File: src/rtl/bcd_pkg.sv
// bcd_pkg: shared BCD constants and converter state encoding.
package bcd_pkg;
    localparam int BCD_DIGIT_W   = 4;
    localparam int BCD_MAX_DIGIT = 9;
    localparam int ADJ_THRESH    = 8;
    localparam int ADJ_VALUE     = 3;
    typedef enum logic {
        IDLE = 1'b0,
        CONV = 1'b1
    } state_t;
endpackage

File: src/rtl/bcd2bin_seq_if.sv
// bcd2bin_seq_if: start/busy/done handshake and data bus of the BCD-to-binary converter.
interface bcd2bin_seq_if #(
    parameter int DIGITS = 3,
    parameter int WIDTH  = 10
);
    logic                  start;
    logic [4*DIGITS-1:0]   bcd_in;
    logic [WIDTH-1:0]      bin_out;
    logic                  busy;
    logic                  done;
    logic                  err;
    modport master (output start, bcd_in, input bin_out, busy, done, err);
    modport slave  (input start, bcd_in, output bin_out, busy, done, err);
endinterface

File: src/rtl/bcd_nib_adj.sv
// bcd_nib_adj: per-digit double-dabble correction; subtract variant by default, add variant for bin-to-BCD.
module bcd_nib_adj
    import bcd_pkg::*;
#(
    parameter int THRESH = ADJ_THRESH,
    parameter int VALUE  = ADJ_VALUE,
    parameter bit SUB    = 1'b1
) (
    input  logic [BCD_DIGIT_W-1:0] nib_i,
    output logic [BCD_DIGIT_W-1:0] nib_o
);
    always_comb begin
        nib_o = (nib_i >= BCD_DIGIT_W'(THRESH))
              ? (SUB ? nib_i - BCD_DIGIT_W'(VALUE) : nib_i + BCD_DIGIT_W'(VALUE))
              : nib_i;
    end
endmodule

File: src/rtl/bcd2bin_seq.sv
// bcd2bin_seq: iterative reverse double-dabble, one shift/correct step per clock, WIDTH steps per result.
module bcd2bin_seq
    import bcd_pkg::*;
#(
    parameter int DIGITS = 3,
    parameter int WIDTH  = 10
) (
    input  logic         clk,
    input  logic         rst_n,
    bcd2bin_seq_if.slave bus_if
);
    localparam int BW = BCD_DIGIT_W * DIGITS;
    localparam int RW = BW + WIDTH;
    localparam int CW = $clog2(WIDTH + 1);

    state_t          state_q;
    logic [RW-1:0]   work_q;
    logic [RW-1:0]   work_sh;
    logic [RW-1:0]   work_d;
    logic [CW-1:0]   cnt_q;
    logic [WIDTH-1:0] bin_q;
    logic            busy_q;
    logic            done_q;
    logic            err_q;
    logic            valid;

    assign work_sh             = work_q >> 1;
    assign work_d[WIDTH-1:0]   = work_sh[WIDTH-1:0];

    for (genvar i = 0; i < DIGITS; i++) begin : g_adj
        bcd_nib_adj u_adj (
            .nib_i(work_sh[WIDTH + BCD_DIGIT_W*i +: BCD_DIGIT_W]),
            .nib_o(work_d[WIDTH + BCD_DIGIT_W*i +: BCD_DIGIT_W])
        );
    end

    always_comb begin
        valid = 1'b1;
        for (int i = 0; i < DIGITS; i++)
            valid = valid & (bus_if.bcd_in[BCD_DIGIT_W*i +: BCD_DIGIT_W] <= BCD_DIGIT_W'(BCD_MAX_DIGIT));
    end

    always_ff @(posedge clk or negedge rst_n) begin
        if (!rst_n) begin
            state_q <= IDLE;
            work_q  <= '0;
            cnt_q   <= '0;
            bin_q   <= '0;
            busy_q  <= 1'b0;
            done_q  <= 1'b0;
            err_q   <= 1'b0;
        end else begin
            done_q <= 1'b0;
            err_q  <= 1'b0;
            case (state_q)
                IDLE: begin
                    if (bus_if.start && valid) begin
                        work_q  <= {bus_if.bcd_in, {WIDTH{1'b0}}};
                        cnt_q   <= '0;
                        busy_q  <= 1'b1;
                        state_q <= CONV;
                    end else if (bus_if.start) begin
                        err_q <= 1'b1;
                    end
                end
                CONV: begin
                    work_q <= work_d;
                    cnt_q  <= cnt_q + 1'b1;
                    // the last shift lands the full binary value in the low field
                    if (cnt_q == CW'(WIDTH - 1)) begin
                        bin_q   <= work_d[WIDTH-1:0];
                        done_q  <= 1'b1;
                        busy_q  <= 1'b0;
                        state_q <= IDLE;
                    end
                end
                default: state_q <= IDLE;
            endcase
        end
    end

    assign bus_if.bin_out = bin_q;
    assign bus_if.busy    = busy_q;
    assign bus_if.done    = done_q;
    assign bus_if.err     = err_q;
endmodule
File: src/flat_wrapper.sv
// flat-port wrapper written by rule: the top's interface ports become plain ports
module bcd2bin_seq_flat import bcd_pkg::*;
#(
    parameter int DIGITS = 3,
    parameter int WIDTH  = 10
)
  (clk, rst_n, bus_if_start, bus_if_bcd_in, bus_if_bin_out, bus_if_busy, bus_if_done, bus_if_err);
  bcd2bin_seq_if #(.DIGITS(DIGITS), .WIDTH(WIDTH)) bus_if_i ();
  input  logic clk;
  input  logic rst_n;
  input wire logic [$bits(bus_if_i.start)-1:0] bus_if_start;
  input wire logic [$bits(bus_if_i.bcd_in)-1:0] bus_if_bcd_in;
  output wire logic [$bits(bus_if_i.bin_out)-1:0] bus_if_bin_out;
  output wire logic [$bits(bus_if_i.busy)-1:0] bus_if_busy;
  output wire logic [$bits(bus_if_i.done)-1:0] bus_if_done;
  output wire logic [$bits(bus_if_i.err)-1:0] bus_if_err;
  assign bus_if_i.start = bus_if_start;
  assign bus_if_i.bcd_in = bus_if_bcd_in;
  assign bus_if_bin_out = bus_if_i.bin_out;
  assign bus_if_busy = bus_if_i.busy;
  assign bus_if_done = bus_if_i.done;
  assign bus_if_err = bus_if_i.err;
  bcd2bin_seq #(.DIGITS(DIGITS), .WIDTH(WIDTH)) u_core (.clk(clk), .rst_n(rst_n), .bus_if(bus_if_i));
endmodule
File: config.mk
export PLATFORM = sky130hd
export DESIGN_NAME = bcd2bin_seq_flat
export DESIGN_NICKNAME = d
export VERILOG_FILES = /design/src/rtl/bcd_pkg.sv /design/src/rtl/bcd2bin_seq_if.sv /design/src/rtl/bcd_nib_adj.sv /design/src/rtl/bcd2bin_seq.sv /design/src/flat_wrapper.sv
export SDC_FILE = /design/constraint.sdc
export NUM_CORES = 1
export LEC_CHECK = 0
export CAP_MARGIN = 0
export CORE_ASPECT_RATIO = 1.75
export CORE_UTILIZATION = 40
export CTS_CLUSTER_DIAMETER = 50
export DETAILED_ROUTE_END_ITERATION = 8
export MAX_ROUTING_LAYER = met4
export PLACE_DENSITY = 0.59
export SYNTH_ARGS = -nofsm -noshare
export SYNTH_HDL_FRONTEND = slang
export SYNTH_SLANG_ARGS = --single-unit
File: constraint.sdc
create_clock -name clk -period 3.12 [get_ports clk]
set_input_delay 0.624 -clock clk [delete_from_list [all_inputs] [get_ports clk]]
set_output_delay 0.624 -clock clk [all_outputs]
set_load 0.01 [all_outputs]
==> results_dict.tcl, run 1 <==
set metrics [dict create \
    cp_max_fo 12 \
    critical_path.cell_chain "clkdlybuf4s50_1, o21a_1, nor4_4, o21ai_0" \
    final_hold_viol_count 0 \
    io_pins 28 \
    period_needed_ns 2.01 \
    rsz0062_at_grt "false" \
    cp.arrival_ns 2.15 \
    synth.largest_area_cell "dfrtp_1" \
    total_power_w 0.00197 \
    leakage_nw 0.994 \
    timing.rr.start "u_core.cnt_q[1]" \
    drc_errors 0 \
    postRouteAntennaNets 0 \
    cts_hold_buf 0 \
    rr_worst_depth 4 \
    cts_made_buffers 5 \
    ys_warn_count 0 \
    vias 1214 \
    ctsResizeCount 0 \
    critPathLaunch "bus_if_bcd_in[6]" \
    layout_commonest_cell "dfrtp_1" \
    clk_pin_slew_ns 0.07 \
    cts_max_path_buffers 2 \
    slowest_delay_ns 0.63 \
    wire_per_inst_um 15.8 \
    status "complete, no violations" \
    rows 31 \
    die_w_um 52.4 \
    rrSetupSlack_ns 1.33 \
    syn_to_final_growth_pct 23.4 \
    p_per_area_nw_per_um2 896 \
    relSlewSlack_pct 43.8 \
    min_period_over_period_pct 64.4 \
    drt_pass1_iterations 3 \
    dieArea_um2 4730 \
    setup_viol 0 \
    routed_wl_mm 3.48 \
    final_cells 220 \
    globalplace.congestion 0.754 \
    syn_nets 162 \
    r2r-end "u_core.bus_if.bin_out[2]" \
    fmax_ghz 0.498 \
    cts_htree_levels 2 \
    max_slew.worst_pin.slew_ns 0.844 \
    synthTopCellsByArea "dfrtp_1 (55%), mux2_2 (6.3%), a221o_1 (6.2%)" \
    post_cts_buffers 0 \
    dp_cells 212 \
    synth_seq_cells 39 \
    syn_avg_cell_area_um2 12.6 \
    nets 191 \
    cpMaxStageDelayCell "nor4_4" \
    grt.overflow.total 0 \
    cts_tree "done" \
    initial_utilization_pct 42.5 \
    core-area_um2 4190 \
    min_path_type "input pin to async pin" \
    grt_first_pass_wirelength_mm 5.89 \
    synth_cell_types 31 \
    layout_setup_ws_ns 1.11 \
    yosysSeqAreaShare_pct 54.8 \
    ir_worst_vdd_v 0.000465 \
    dpl_worst_slack_ns 0.747 \
    grtUsageTotal_pct 17.6 \
    antenna_found_initial 0 \
    grt_max_degree 40 \
    viasPerCell 5.52 \
    cp_top_family "simple AND/OR/NAND/NOR gates" \
    setup_tns_ns 0 \
    clock_sinks 39 \
    grt_pass1_vias 1255 \
    critPathRequiredTime_ns 3.26 \
    drtIter0Drc 31 \
    cp_num_buf_inv 1 \
    root_buffer "clkbuf_8" \
    synthesis.area_um2 1780 \
    skew_ns 0.00703 \
    netlist.area_leader.share_pct 54.8 \
    whs_ns 0.440 \
    path_class "input pin to flop" \
    synthCells 141 \
    drive_above_1_share_pct 14.6 \
    clock_latency_ns 0.29 \
    antenna_cells 0 \
    start_kind "input pin" \
    final_cell_mix "dfrtp_1 (39), clkdlybuf4s50_1 (26), a22o_1 (11), a221o_1 (11), mux2_2 (10)" \
    io_buffers 27 \
    final_max_slew_viol_count 0 \
    dp_hpwl_mm 2.42 \
    drv_cap 0 \
    cp-end-kind "flop" \
    die_h_um 90.3 \
]
## final cells by class
cell class / instances / area, um2
well taps: 49 / 61.3
flip-flops and latches: 39 / 976
multi-input cells: 88 / 736
repair buffers: 29 / 280
clock inverters: 2 / 35.0
clock buffers: 6 / 82.6
fillers: 386 / 1990
inverters: 7 / 26.3
## per-layer routing
layer | track usage, % | wire length [um] | up-vias
met4 | 8.55 | 103 | 0
met1 | 18.6 | 1470 | 604
li1 | - | - | 571
met2 | 29.7 | 1780 | 31
met3 | 3.54 | 120 | 8
met5 | - | 0 | -
## Yosys cell counts (all sizes together)
cell type,instances
nor2b,2
o21ai,4
o21a,3
inv,7
nor4,4
nand2b,4
nand2,4
ha,6
and2,5
buf,7
nand4b,1
a22o,11
nor4b,1
mux2,10
nand3b,1
a41oi,1
xnor2,3
or2,1
nor2,6
nand4,1
a21oi,3
mux2i,2
xor2,3
a221o,11
dfrtp,39
a21o,1
## worst max-delay path by stage
stage	to	cells after the start
final	u_core.cnt_q[3]	4
after CTS	u_core.cnt_q[3]	4
after global routing	u_core.work_q[17]	4
after floorplan	u_core.work_q[13]	4
after global placement	u_core.cnt_q[3]	4
after detailed placement	u_core.cnt_q[3]	4
## kinds of logic after synthesis
logic type	after synthesis	synth area share, %
DFF	39	54.8
AOI/OAI and AO/OA	34	16.4
and+or+nand+nor	30	10.3
buffers and inverters	14	3.87
muxes	12	7.45
xor gates and xnor gates	6	2.95
adders and majority gates	6	4.22
## report_power, final
group          internal [W]  switching [W]
Sequential         0.000691       0.000164
Clock              0.000259       0.000175
Combinational      0.000392       0.000287
## through the flow
stage / utilization, % / area (um2)
floorplan: - / 1780
global placement: 49.6 / 2080
detailed placement: 49.6 / 2080
CTS: 52.4 / 2200
global route: 52.4 / 2200
finish: 52.4 / 2200
## registers in the layout, indices dropped and copies added (netlist names)
register and flops:
u_core.bus_if.bin_out 10, u_core.bus_if.done 1, u_core.bus_if.busy 1, u_core.state_q 1, u_core.bus_if.err 1, u_core.work_q 21, u_core.cnt_q 4
No activity file was read; power rests on OpenSTA's default activity.
==> run 2: changes to the inputs <==
Settings changed: PLACE_DENSITY 0.59 to 0.62.
Clock period 3.12 ns to 1.78 ns, I/O delays scaled along.
==> run 2 against run 1 <==
Net effect: final cell count increased by 8.2%; clock skew grew 0.0022 ns; sequential power is 75% higher; first-iteration DRC count shrank 9.7%; critical path depth up 1; total power increased by 69%; combinational power is 84% higher; flip-flop and latch count did not move; highest routed layer unchanged.
==> results_dict.tcl, run 2 (synthesized netlist as in run 1, its figures left out) <==
set metrics [dict create \
    grt_first_pass_wirelength_mm 5.71 \
    start_kind "input pin" \
    drc_errors 0 \
    dieArea_um2 4730 \
    rows 31 \
    final_hold_viol_count 0 \
    rrSetupSlack_ns 0.36 \
    post_cts_buffers 0 \
    layout_setup_ws_ns 0.212 \
    timing.rr.start "u_core.state_q" \
    vias 1285 \
    min_path_type "input pin to async pin" \
    cp.arrival_ns 1.74 \
    grt_max_degree 40 \
    cts_htree_levels 2 \
    viasPerCell 5.40 \
    die_h_um 90.3 \
    max_slew.worst_pin.slew_ns 0.484 \
    globalplace.congestion 0.787 \
    r2r-end "u_core.work_q[20]" \
    status "complete, no violations" \
    grt_pass1_vias 1303 \
    core-area_um2 4190 \
    drive_above_1_share_pct 22.8 \
    drv_cap 0 \
    total_power_w 0.00333 \
    grt.overflow.total 0 \
    wire_per_inst_um 14.3 \
    whs_ns 0.103 \
    top_register "u_core.work_q" \
    clock_sinks 39 \
    period_needed_ns 1.57 \
    cp-end-kind "flop" \
    final_max_slew_viol_count 0 \
    die_w_um 52.4 \
    antenna_cells 0 \
    drtIter0Drc 28 \
    path_class "input pin to flop" \
    io_buffers 27 \
    cts_hold_buf 0 \
    critPathRequiredTime_ns 1.95 \
    final_cell_mix "dfrtp_1 (39), clkdlybuf4s50_1 (26), buf_4 (20), a22o_1 (11), a221o_1 (11)" \
    critPathLaunch "bus_if_bcd_in[1]" \
    layout_commonest_cell "dfrtp_1" \
    grtUsageTotal_pct 16.5 \
    cts_made_buffers 5 \
    root_buffer "clkbuf_8" \
    postRouteAntennaNets 0 \
    clock_latency_ns 0.29 \
    ir_worst_vdd_v 0.000878 \
    antenna_found_initial 0 \
    power_switching_w 0.00110 \
    drt_pass1_iterations 4 \
    initial_utilization_pct 42.5 \
    setup_viol 0 \
    syn_to_final_growth_pct 29.4 \
    ctsResizeCount 0 \
    internal_power_w 0.00223 \
    final_cells 238 \
    cts_max_path_buffers 2 \
    dpl_worst_slack_ns -0.0862 \
    power.share.clock_pct 17.5 \
    skew_ns 0.00918 \
    fmax_ghz 0.638 \
    largest_reg_flops 21 \
    p_per_area_nw_per_um2 1450 \
    io_pins 28 \
    dp_hpwl_mm 2.51 \
    routed_wl_mm 3.41 \
    fin_util_pct 55.0 \
    comb_power_share_pct 37.5 \
    nets 209 \
    cts_tree "done" \
    cp_max_fo 10 \
    leakage_nw 1.06 \
    clk_pin_slew_ns 0.07 \
    rr_worst_depth 4 \
    pwr-share-seq_pct 45.0 \
    power.share.switching_pct 33.0 \
    dp_cells 230 \
    rsz0062_at_grt "false" \
    relSlewSlack_pct 67.7 \
    min_period_over_period_pct 88.1 \
]
==> run 2: changes by cell type in the layout (fill, tap and decap cells not counted), sizes merged <==
cell	change
clkinvlp	+2
clkbuf	-1
buf	+18
bufinv	-1
==> run 2: how the worst max path moves through the flow <==
stage | slack, ns | depth (start not counted) | to
after floorplan | 0.37 | 4 | u_core.bus_if.bin_out[0]
after global placement | -0.07 | 5 | u_core.work_q[19]
after detailed placement | -0.09 | 5 | u_core.work_q[18]
after CTS | 0.21 | 5 | u_core.work_q[20]
after global routing | 0.16 | 6 | u_core.work_q[18]
final | 0.21 | 5 | u_core.work_q[20]
==> run 2: final cells by class <==
cell class,instances,area [um2]
inverters,7,26.3
well taps,49,61.3
clock buffers,5,68.8
repair buffers,47,415
clock inverters,3,20.0
flip-flops and latches,39,976
multi-input cells,88,736
fillers,374,1890
==> run 2: metrics by stage <==
step,instance area [um2],TNS (ns)
2_1_floorplan,1780,0
3_3_place_gp,2210,-1.19
3_5_place_dp,2210,-1.30
4_1_cts,2300,0
5_1_grt,2300,0
6_report,2300,0
==> run 2: per-layer routing <==
layer	up-vias	global-route usage, %	wire length, um
met5	-	-	0
met4	0	7.02	65
met3	6	3.54	120
met2	33	28.2	1870
met1	642	17.6	1360
li1	604	-	-
==> run 2: worst max-delay path: stages <==
cell             delay (ns)
clkdlybuf4s50_1        0.45
o21ai_2                0.22
a41oi_2                0.16
buf_4                  0.20
a221o_1                0.35
==> run 2: power by group through the flow <==
stage,sequential (W),combinational (W),clock (W)
2_1_floorplan,0.00148,0.000761,0
3_5_place_dp,0.00152,0.00126,0
4_1_cts,0.00150,0.00127,0.000597
5_1_grt,0.00155,0.00138,0.000634
6_report,0.00150,0.00125,0.000583
3_3_place_gp,0.00150,0.00123,0
==> RTL edit 1, RTL diff (flow settings as in run 2) <==
`WIDTH` is set to 10 in 3 places; all go to 8.
--- a/src/rtl/bcd2bin_seq_if.sv
+++ b/src/rtl/bcd2bin_seq_if.sv
@@ -1,7 +1,7 @@
 // bcd2bin_seq_if: start/busy/done handshake and data bus of the BCD-to-binary converter.
 interface bcd2bin_seq_if #(
     parameter int DIGITS = 3,
-    parameter int WIDTH  = 10
+    parameter int WIDTH  = 8
 );
     logic                  start;
     logic [4*DIGITS-1:0]   bcd_in;
--- a/src/rtl/bcd2bin_seq.sv
+++ b/src/rtl/bcd2bin_seq.sv
@@ -3,7 +3,7 @@
     import bcd_pkg::*;
 #(
     parameter int DIGITS = 3,
-    parameter int WIDTH  = 10
+    parameter int WIDTH  = 8
 ) (
     input  logic         clk,
     input  logic         rst_n,
--- a/src/flat_wrapper.sv
+++ b/src/flat_wrapper.sv
@@ -2,7 +2,7 @@
 module bcd2bin_seq_flat import bcd_pkg::*;
 #(
     parameter int DIGITS = 3,
-    parameter int WIDTH  = 10
+    parameter int WIDTH  = 8
 )
   (clk, rst_n, bus_if_start, bus_if_bcd_in, bus_if_bin_out, bus_if_busy, bus_if_done, bus_if_err);
   bcd2bin_seq_if #(.DIGITS(DIGITS), .WIDTH(WIDTH)) bus_if_i ();
Ports: changed (resized bus_if_bin_out); port bits go from 28 to 26. The function was not compared with the original's and may differ.
==> RTL edit 1 against run 2 <==
Non-clock buffer count is 2 lower; cell area shrank 7.0%; wire length grew 0.62%; synthesized area fell by 12%; sequential cell count shrank 4; total power is 5.3% lower; setup slack lost 0.18 ns; synthesized cell count is 9.9% lower; highest routed layer unchanged.
==> RTL edit 1: results (changes against run 2) <==
stage,metric,value,unit,change
cells_and_area,fill_cells,316,,-16%
hold_path,holdCritStartpoint,bus_if_bcd_in[1],,
routing,drt_iter0_drc,45,,+61%
place,dp_slack,-0.328,ns,-0.241 ns
cells_and_area,layout.nets,194,,-7.2%
synth,yosysWarningCount,0,,unchanged
synth,synthTopCellsByArea,"dfrtp_1, mux2_2, a221o_1",,
critical_path,r2r_end,u_core.work_q[11],,
global_routing,grt_max_degree,36,,-10%
routing,routed_wl,3.43,mm,+0.62%
clocking,h-tree-depth,2,,unchanged
synth,synth-compound-area-share,15.4,%,-0.95 points
place,place_inst,213,,-7.4%
timing,hold_ws,0.453,ns,+0.350 ns
global_routing,grt_use_met3,5.38,%,+1.8 points
global_routing,overflow,0,,unchanged
cells_and_area,largest_register_ffs,19,,-9.5%
global_routing,grt_use_total,20.1,%,+3.6 points
global_routing,grt_pass1_wl,6.00,mm,+5.0%
cells_and_area,fin_area,2140,um^2,-7.0%
clocking,cts.clk_slew.worst_paths,0.07,ns,about the same
place,port_buffers,25,,-7.4%
synth,synth-adder-area-share,3.97,%,-0.24 points
synth,synth_common_cells,"dfrtp_1, a221o_1, a22o_1, mux2_2, nor2_1",,
routing,dr.pass1.iters,6,,+2
synth,syn-num-nets,147,,-9.3%
synth,syn_inst,127,,-9.9%
global_routing,grt_pass1_vias,1347,,+3.4%
synth,synth_cell_types,31,,unchanged
pwr,peakVddDrop,0.000743,V,-15%
clocking,clock_latency,0.29,ns,about the same
hold_path,holdPathStages,3,,
critical_path,crit_start,bus_if_bcd_in[10],,
timing,period_needed,1.74,ns,+0.175 ns
global_routing,grt_util_met1,20.6,%,+3.0 points
critical_path,setup.worst_path.end,u_core.work_q[10],,
synth,synth-xor-area-share,2.78,%,-0.17 points
critical_path,arrival,1.92,ns,+0.18 ns
synth,ys_seq_area_share,55.6,%,+0.83 points
synth,synth_mux_area_share,8.35,%,+0.90 points
run_status,status,completed,,
timing,fin_skew,0.00616,ns,-0.00301 ns
global_routing,grt_util_met2,33.9,%,+5.7 points
cells_and_area,final_cells,221,,-7.1%
place,placed_area,2020,um^2,-9.0%
critical_path,reg2reg_setup_slack,0.17,ns,-0.19 ns
pwr,p_leak,1.00,nW,-5.5%
clocking,cts_buffers,5,,unchanged
place,hpwl,2.39,mm,-4.8%
place,gp_congestion,0.811,,+3.0%
cells_and_area,drive_above_1_share,22.3,%,-0.47 points
hold_path,hp-class,input pin to flop,,
routing,vias,1186,,-7.7%
critical_path,path_max_fanout,7,,-3
timing,tightestPinTransition,0.442,ns,-0.0421 ns
clocking,cts_buffer_depth,2,,unchanged
==> RTL edit 1: cell type report <==
type	count	share of cell area (%)
clock buffer	8	4.67
inverter	7	1.23
timing repair buffer	45	19.8
multi-input combinational	80	30.7
sequential	35	40.9
tap	46	2.69
==> RTL edit 1: per-layer routing <==
metal	up-vias	wire, um
met5	-	0
met4	0	97
met3	8	118
met2	28	1770
met1	594	1440
li1	556	-
==> RTL edit 1: critical path: stages <==
cell             delay, ns
clkdlybuf4s50_1       0.43
o21a_1                0.22
o41a_1                0.41
buf_6                 0.15
a221o_1               0.35
==> RTL edit 1: where the power goes <==
group | internal [W] | switching, W | total (W)
sequential | 0.00109 | 0.000269 | 0.00136
clock | 0.000353 | 0.000281 | 0.000634
combinational | 0.000698 | 0.000461 | 0.00116
total | 0.00214 | 0.00101 | 0.00315
==> RTL edit 1: timing repair <==
action,4_1_cts,5_1_grt
setup endpoints to repair,1,19
gates resized for setup,1,5
pin swaps,0,2
==> RTL edit 2, RTL diff (flow settings as in run 2) <==
Without the edit above. Make the reset (`rst_n`) synchronous in one clocked block.
--- a/src/rtl/bcd2bin_seq.sv
+++ b/src/rtl/bcd2bin_seq.sv
@@ -40,7 +40,7 @@
             valid = valid & (bus_if.bcd_in[BCD_DIGIT_W*i +: BCD_DIGIT_W] <= BCD_DIGIT_W'(BCD_MAX_DIGIT));
     end
 
-    always_ff @(posedge clk or negedge rst_n) begin
+    always_ff @(posedge clk) begin
         if (!rst_n) begin
             state_q <= IDLE;
             work_q  <= '0;
Formal check against the unedited RTL: differs if rst_n is asserted again (counterexample within 4 cycles, from zero or initial values and one cycle with rst_n low); with rst_n held inactive, the same outputs for 10 cycles.
==> RTL edit 2 against run 2 <==
Die area shrank 4.4%; wire length up 4.6%; critical path type is now flop to flop; cell area down 2.9%; setup slack improved by 0.025 ns; worst hold slack better by 0.35 ns; sequential cell count is the same; sequential share of layout area shrank 7.4 points; synthesized area is 4.6% lower; cell count increased by 15%.
Power is not compared: it rests on default switching activity, and its combinational part moved more than twofold at a synthesized area within 25%.
==> RTL edit 2: results (changes against run 2) <==
stage,metric,value,unit,change
run_status,status,completed,,
synth,syn-num-nets,205,,+27%
cells_and_area,multi_input_area,837,um^2,+14%
hold_path,hp-class,flop to flop,,
synth,synth_cell_types,34,,+9.7%
cells_and_area,n_antenna_cell,0,,unchanged
global_routing,grt_use_total,18.4,%,+1.9 points
critical_path,cp_slowest_cell,nand4b_1,,
global_routing,grt_pass1_wl,6.10,mm,+6.8%
routing,routed_wl,3.56,mm,+4.6%
routing,drt_iter0_drc,19,,-32%
place,hpwl,2.77,mm,+10%
synth,synth_mux_area_share,3.53,%,-3.9 points
critical_path,reg2reg_setup_slack,0.24,ns,-0.12 ns
timing,tightestPinTransition,0.546,ns,+0.0619 ns
synth,synth_common_cells,"dfxtp_1, nand2_1, a21oi_1",,
cells_and_area,final_cells,274,,+15%
synth,yosysWarningCount,0,,unchanged
synth,synthTopCellsByArea,"dfxtp_1, nand2_1, a21oi_1",,
place,placed_area,2100,um^2,-5.2%
timing,fin_skew,0.00557,ns,-0.00361 ns
routing,via_per_inst,5.31,,-1.6%
synth,syn_inst,184,,+30%
cells_and_area,layout.nets,245,,+17%
place,gp_congestion,0.774,,-1.7%
synth,synth-compound-area-share,22.2,%,+5.8 points
global_routing,grt_max_degree,20,,-50%
global_routing,grt_pass1_vias,1430,,+9.7%
critical_path,path_max_fanout,13,,+3
## RTL edit 2: kinds of logic (layout without fill, tap and decap cells)
group,after synthesis,count (layout)
muxes,6,6
DFF,39,39
buffers and inverters,18,59
and+or+nand+nor,57,57
xor gates and xnor gates,4,4
AOI/OAI and AO/OA,54,54
adders and majority gates,6,6
## RTL edit 2: final timing paths
| check | from | to | cells after the start |
|---|---|---|---|
| hold reg to reg | u_core.bus_if.bin_out[7] | u_core.bus_if.bin_out[7] | 2 |
| setup / recovery | u_core.cnt_q[0] | u_core.state_q | 3 |
| setup reg to reg | u_core.cnt_q[0] | u_core.state_q | 3 |
| hold / removal | u_core.bus_if.bin_out[7] | u_core.bus_if.bin_out[7] | 2 |
## RTL edit 2: per-stage QoR
step	setup slack [ns]	power (W)
4_1_cts	0.230	0.00204
5_1_grt	0.0355	0.00209
3_3_place_gp	-0.0382	0.00116
2_1_floorplan	0.463	0.00107
6_report	0.238	0.00201
3_5_place_dp	-0.0699	0.00117
## RTL edit 2: layout make-up
class / count / area share [%]
Clock buffer: 5 / 3.08
Clock inverter: 3 / 3.02
Inverter: 8 / 1.34
Multi-Input combinational cell: 127 / 37.4
Sequential cell: 39 / 34.9
Tap cell: 49 / 2.74
Timing Repair Buffer: 43 / 17.5
## RTL edit 2: metal layers
| layer | global-route usage, % | vias to the layer above | share of wire [%] |
|---|---|---|---|
| met5 | - | - | 0 |
| met4 | 10.3 | 0 | 2.6 |
| met3 | 3.09 | 8 | 2.9 |
| met2 | 34.8 | 32 | 55 |
| met1 | 16.9 | 681 | 39 |
| li1 | - | 735 | - |
## RTL edit 2: critical path: cells and delay by family, from the launching register on
| family | cells | cell delay (ns) |
|---|---|---|
| simple gates | 2 | 0.81 |
| flops | 1 | 0.42 |
| fa+ha+maj | 1 | 0.20 |
